### config.mk
export PLATFORM = sky130hd
export DESIGN_NAME = issue_scoreboard
export DESIGN_NICKNAME = d
export VERILOG_FILES = /design/src/rtl/issue_scoreboard.sv
export SDC_FILE = /design/constraint.sdc
export NUM_CORES = 1
export LEC_CHECK = 0
export ABC_AREA = 1
export CAP_MARGIN = 20
export CORE_ASPECT_RATIO = 0.6
export CORE_MARGIN = 2
export CORE_UTILIZATION = 40
export CTS_CLUSTER_SIZE = 25
export DETAILED_ROUTE_END_ITERATION = 12
export PLACE_DENSITY_LB_ADDON = 0.08
export SLEW_MARGIN = 10
export SYNTH_ARGS = -nofsm -noshare
export SYNTH_HDL_FRONTEND = slang
export SYNTH_SLANG_ARGS = --single-unit
### constraint.sdc
create_clock -name clk -period 9.2 [get_ports clk]
set_input_delay 2.76 -clock clk [delete_from_list [all_inputs] [get_ports clk]]
set_output_delay 2.76 -clock clk [all_outputs]
set_load 0.03 [all_outputs]
### src/rtl/issue_scoreboard.sv
// Issue controller between decoder output registers and execute: RAW scoreboard,
// stream-tag ownership and post-jump flush window.
// issue/stall/kill are combinational on this cycle's inputs; scoreboard and tag are registered.

package issue_pkg;
  typedef enum logic [2:0] {
    R_type = 3'd0,
    I_type = 3'd1,
    S_type = 3'd2,
    B_type = 3'd3,
    U_type = 3'd4,
    J_type = 3'd5
  } fmts;

  typedef enum logic [4:0] {
    NOP     = 5'd0,
    INVALID = 5'd1,
    FENCE   = 5'd2,
    ADD     = 5'd3,
    SUB     = 5'd4,
    ADDI    = 5'd5,
    LW      = 5'd6,
    SW      = 5'd7,
    BEQ     = 5'd8,
    LUI     = 5'd9,
    AUIPC   = 5'd10,
    JAL     = 5'd11,
    JALR    = 5'd12
  } instruction_type;
endpackage

module issue_scoreboard
  import issue_pkg::*;
#(
  parameter int FLUSH_CYC = 2,
  parameter int TAG_W     = 4
) (
  input  logic             clk,
  input  logic             reset,
  input  logic             dec_valid,
  input  logic [4:0]       dec_regA,
  input  logic [4:0]       dec_regB,
  input  logic [4:0]       dec_regD,
  input  fmts              dec_fmt,
  input  instruction_type  dec_i,
  input  logic [TAG_W-1:0] dec_tag,
  input  logic             ex_ready,
  input  logic             wb_valid,
  input  logic [4:0]       wb_reg,
  input  logic             jump_taken,
  output logic             issue_valid,
  output logic             stall,
  output logic             kill,
  output logic [TAG_W-1:0] curr_tag,
  output logic [31:0]      busy_mask
);

  typedef enum logic {RUN = 1'b0, FLUSH = 1'b1} state_t;

  state_t      state;
  logic [2:0]  flush_cnt;

  logic        uses_a;
  logic        uses_b;
  logic        writes_d;
  logic [31:0] wb_onehot;
  logic [31:0] eff_busy;
  logic        hazard;
  logic        match;
  logic [31:0] set_mask;

  // Operand usage from format / opcode; x0 is never tracked as a destination.
  always_comb begin
    uses_a   = !(dec_fmt == U_type || dec_fmt == J_type);
    uses_b   = (dec_fmt == R_type || dec_fmt == S_type || dec_fmt == B_type);
    writes_d = !(dec_fmt == S_type || dec_fmt == B_type) && (dec_regD != 5'd0) &&
               !(dec_i == NOP || dec_i == INVALID || dec_i == FENCE);
  end

  // Same-cycle writeback is visible to the hazard check (regbank writes through).
  always_comb begin
    wb_onehot = wb_valid ? (32'd1 << wb_reg) : 32'd0;
    eff_busy  = busy_mask & ~wb_onehot;
    hazard    = (uses_a & eff_busy[dec_regA]) | (uses_b & eff_busy[dec_regB]);
    match     = (dec_tag == curr_tag);
  end

  // Issue / stall / kill decisions for the instruction currently in decode.
  always_comb begin
    issue_valid = 1'b0;
    stall       = 1'b0;
    kill        = 1'b0;
    if (!reset) begin
      if (state == RUN) begin
        kill        = dec_valid & ~match;
        issue_valid = dec_valid & match & ~hazard & ex_ready & ~jump_taken;
        stall       = dec_valid & match & (hazard | ~ex_ready);
      end else begin
        kill        = dec_valid;
      end
    end
  end

  // Destination bit to mark busy; takes priority over a same-cycle release.
  always_comb begin
    set_mask = (issue_valid & writes_d) ? (32'd1 << dec_regD) : 32'd0;
  end

  // Scoreboard register; bit 0 is held clear.
  always_ff @(posedge clk) begin
    if (reset) begin
      busy_mask <= 32'd0;
    end else begin
      busy_mask <= ((busy_mask & ~wb_onehot) | set_mask) & 32'hFFFF_FFFE;
    end
  end

  // Stream tag and flush-window state machine; a jump always restarts the window.
  always_ff @(posedge clk) begin
    if (reset) begin
      state     <= RUN;
      flush_cnt <= 3'd0;
      curr_tag  <= '0;
    end else if (jump_taken) begin
      state     <= FLUSH;
      flush_cnt <= 3'(FLUSH_CYC);
      curr_tag  <= curr_tag + TAG_W'(1);
    end else if (state == FLUSH) begin
      if (flush_cnt <= 3'd1) begin
        state     <= RUN;
        flush_cnt <= 3'd0;
      end else begin
        flush_cnt <= flush_cnt - 3'd1;
      end
    end
  end

endmodule

==> flow_summary.json <==
{
  "chipHeight_um": 71.26,
  "min_path_type": "flop to flop",
  "setup_viol_count_final": 0,
  "drv_slew": 0,
  "synth_edf_count": 0,
  "clk_latency_ps": 290,
  "startpoint": "wb_reg[3]",
  "wl_per_cell_um": 18.19,
  "wl_um": 11970,
  "p_per_area_nw_per_um2": 111.6,
  "viasPerCell": 5.798,
  "antenna_found_initial": 0,
  "final_core_util_pct": 53.76,
  "setup-tns-final_ps": 0,
  "required_ps": 6440,
  "crit_path_max_fanout": 12,
  "drt-initial-drc-count": 482,
  "hold_viol_final": 0,
  "clk_pin_slew_worst_paths_ps": 70,
  "layout-drive-gt1-share_pct": 5.596,
  "dp_hpwl_um": 9326,
  "timing.rr.end": "busy_mask[13]$_SDFF_PP0_",
  "synth_area_per_cell_um2": 6.079,
  "nets": 594,
  "grt_start_max_net_pins": 36,
  "initial_utilization_pct": 41.32,
  "post-cts-setup-buffers": 0,
  "cts_tree": "built",
  "synthesis.nets": 537,
  "synthTopCellsByCount": "nand3_1 (124), nand2_1 (74), nor2_1 (50)",
  "rsz0062_at_grt": "no",
  "yosys_warnings": 0,
  "yosysSeqAreaShare_pct": 25.89,
  "num_io_pins": 77,
  "yosys.area.top_type": "dfxtp_1",
  "io_buffers": 75,
  "core_area_um2": 7297,
  "gr-total-overflow": 0,
  "whs_ps": 503.5,
  "dr.pass1.iters": 7,
  "startpoint_type": "primary input",
  "max_slew_margin_pct": 59.15,
  "timing.fmax_ghz": 0.1178,
  "reg2reg_slack_ps": 6920,
  "antenna_left": 0,
  "yosysMostFrequentCell": "nand3_1",
  "cts_hold_buf": 0,
  "p_leak_uw": 0.001398,
  "p_total_uw": 437.8,
  "syn_area_um2": 3015,
  "synth_top_area_share_pct": 25.89,
  "finClkSkew_ps": 11.72,
  "yosysUniqueCellTypes": 33,
  "grt_pass1_vias": 3283,
  "ir_worst_vdd_uv": 54.53,
  "critPathCaptureType": "output port",
  "grt_pass1_wl_um": 18460,
  "track_usage_pct": 29.65,
  "status": "finished, final reports clean",
  "cts_resized": 0,
  "finalWorstSetupSlack_ps": 714.1,
  "diodes": 0,
  "gp_congestion": 0.9452,
  "synth.area.top_cells": "dfxtp_1 (26%), nand3_1 (21%), nand4_1 (9.5%)",
  "synth-seq-cells": 39,
  "fp-row-count": 24,
  "cts_buffer_depth": 2,
  "finalCritPeriodShare_pct": 92.24,
  "crit_arrival_ps": 5730,
  "cap_viol_max_count": 0,
  "syn_inst": 496,
  "syn_to_final_growth_pct": 30.08,
  "rr_startpoint": "curr_tag[3]$_SDFFE_PP0P_",
  "dieArea_um2": 8272,
  "worstMarginPinSlew_ps": 612.2,
  "crit_type": "primary input to output port",
  "synth_flop_cell": "dfxtp_1",
  "endpoint": "issue_valid",
  "clock-sinks": 39,
  "vias": 3815,
  "drc": 0,
  "root_buffer": "clkbuf_16",
  "fin_crit_ps": 8486,
  "die_w_um": 116.1,
  "cts_buffers": 5,
  "pre_cts_slack_ps": 788.6,
  "h-tree-depth": 2,
  "rr_worst_depth": 11,
  "async_reset_ff_share_pct": 0
}
-- cell usage in the layout (no fill, tap or decap), types with 2 or more instances in the layout --
cell	Yosys	layout
o21ai_0	8	8
nand2_1	74	74
a21boi_0	4	4
ha_1	3	3
clkbuf_16	0	5
buf_4	3	7
clkdlybuf4s50_1	0	75
nor3_1	7	7
nor2_1	50	49
clkinvlp_4	0	2
inv_2	3	3
inv_1	45	45
nand4_1	46	46
dfxtp_1	39	39
nor2_2	5	6
nand3_1	124	124
nor4_1	3	3
a21oi_1	39	39
-- through the flow --
step	instance area (um2)	instances
2_1_floorplan	3015	496
3_3_place_gp	3762	649
3_5_place_dp	3762	649
4_1_cts	3908	657
5_1_grt	3923	658
6_report	3923	658
-- state kept, by name, summed over array words and instances (netlist names) --
signal and cells:
busy_mask 31, flush_cnt 3, state 1, curr_tag 4
-- layer usage --
layer	part of all wire, %	global-route usage [%]	up-vias
li1	-	-	1835
met4	0.91	3.968	0
met5	0	0	-
met2	39	39.70	212
met1	49	48.32	1753
met3	11	7.107	15
-- how the worst min path moves through the flow --
| stage | from | end | slack, ps | cells after the start |
|---|---|---|---|---|
| 2_1_floorplan | flush_cnt[2]$_SDFFE_PP0P_ | flush_cnt[2]$_SDFFE_PP0P_ | 470 | 2 |
| 3_3_place_gp | flush_cnt[2]$_SDFFE_PP0P_ | flush_cnt[2]$_SDFFE_PP0P_ | 490 | 2 |
| 3_5_place_dp | busy_mask[31]$_SDFF_PP0_ | busy_mask[31]$_SDFF_PP0_ | 490 | 2 |
| 4_1_cts | busy_mask[31]$_SDFF_PP0_ | busy_mask[31]$_SDFF_PP0_ | 500 | 2 |
| 5_1_grt | flush_cnt[2]$_SDFFE_PP0P_ | flush_cnt[2]$_SDFFE_PP0P_ | 530 | 2 |
| 6_report | busy_mask[31]$_SDFF_PP0_ | busy_mask[31]$_SDFF_PP0_ | 500 | 2 |
-- where the power goes --
part	internal (uW)	switching (uW)
sequential	171	1.78
clock	100	76.6
combinational	31.2	57.6
total	302	136
-- worst max-delay path, stage by stage --
cell and delay, ps:
clkdlybuf4s50_1 720, inv_2 180, nor2_1 290, nand2_1 150, nand3_1 110, nand3_1 130, nand3_1 110, nand3_1 70
nand2_1 70, nand2_1 50, nand2_1 70, nor2_2 60, nor4_1 240, clkdlybuf4s50_1 720
-- cells by family after synthesis --
| logic type | share of synthesized area [%] |
|---|---|
| buffers and inverters | 12.24 |
| AOI/OAI and AO/OA | 10.29 |
| adders and majority gates | 1.245 |
| DFF | 25.89 |
| and+or+nand+nor | 49.92 |
| xor gates and xnor gates | 0.2905 |
| other | 0.1244 |
-- layout make-up --
type                    count  area [um2]
clock inverters             3       20.02
repair buffers             83       818.3
inverters                  48       180.2
clock buffers               5       125.1
multi-input cells         376        1868
well taps                 104       130.1
fillers                   740        3374
flip-flops and latches     39       780.7
No activity file was read; power rests on OpenSTA's default activity.
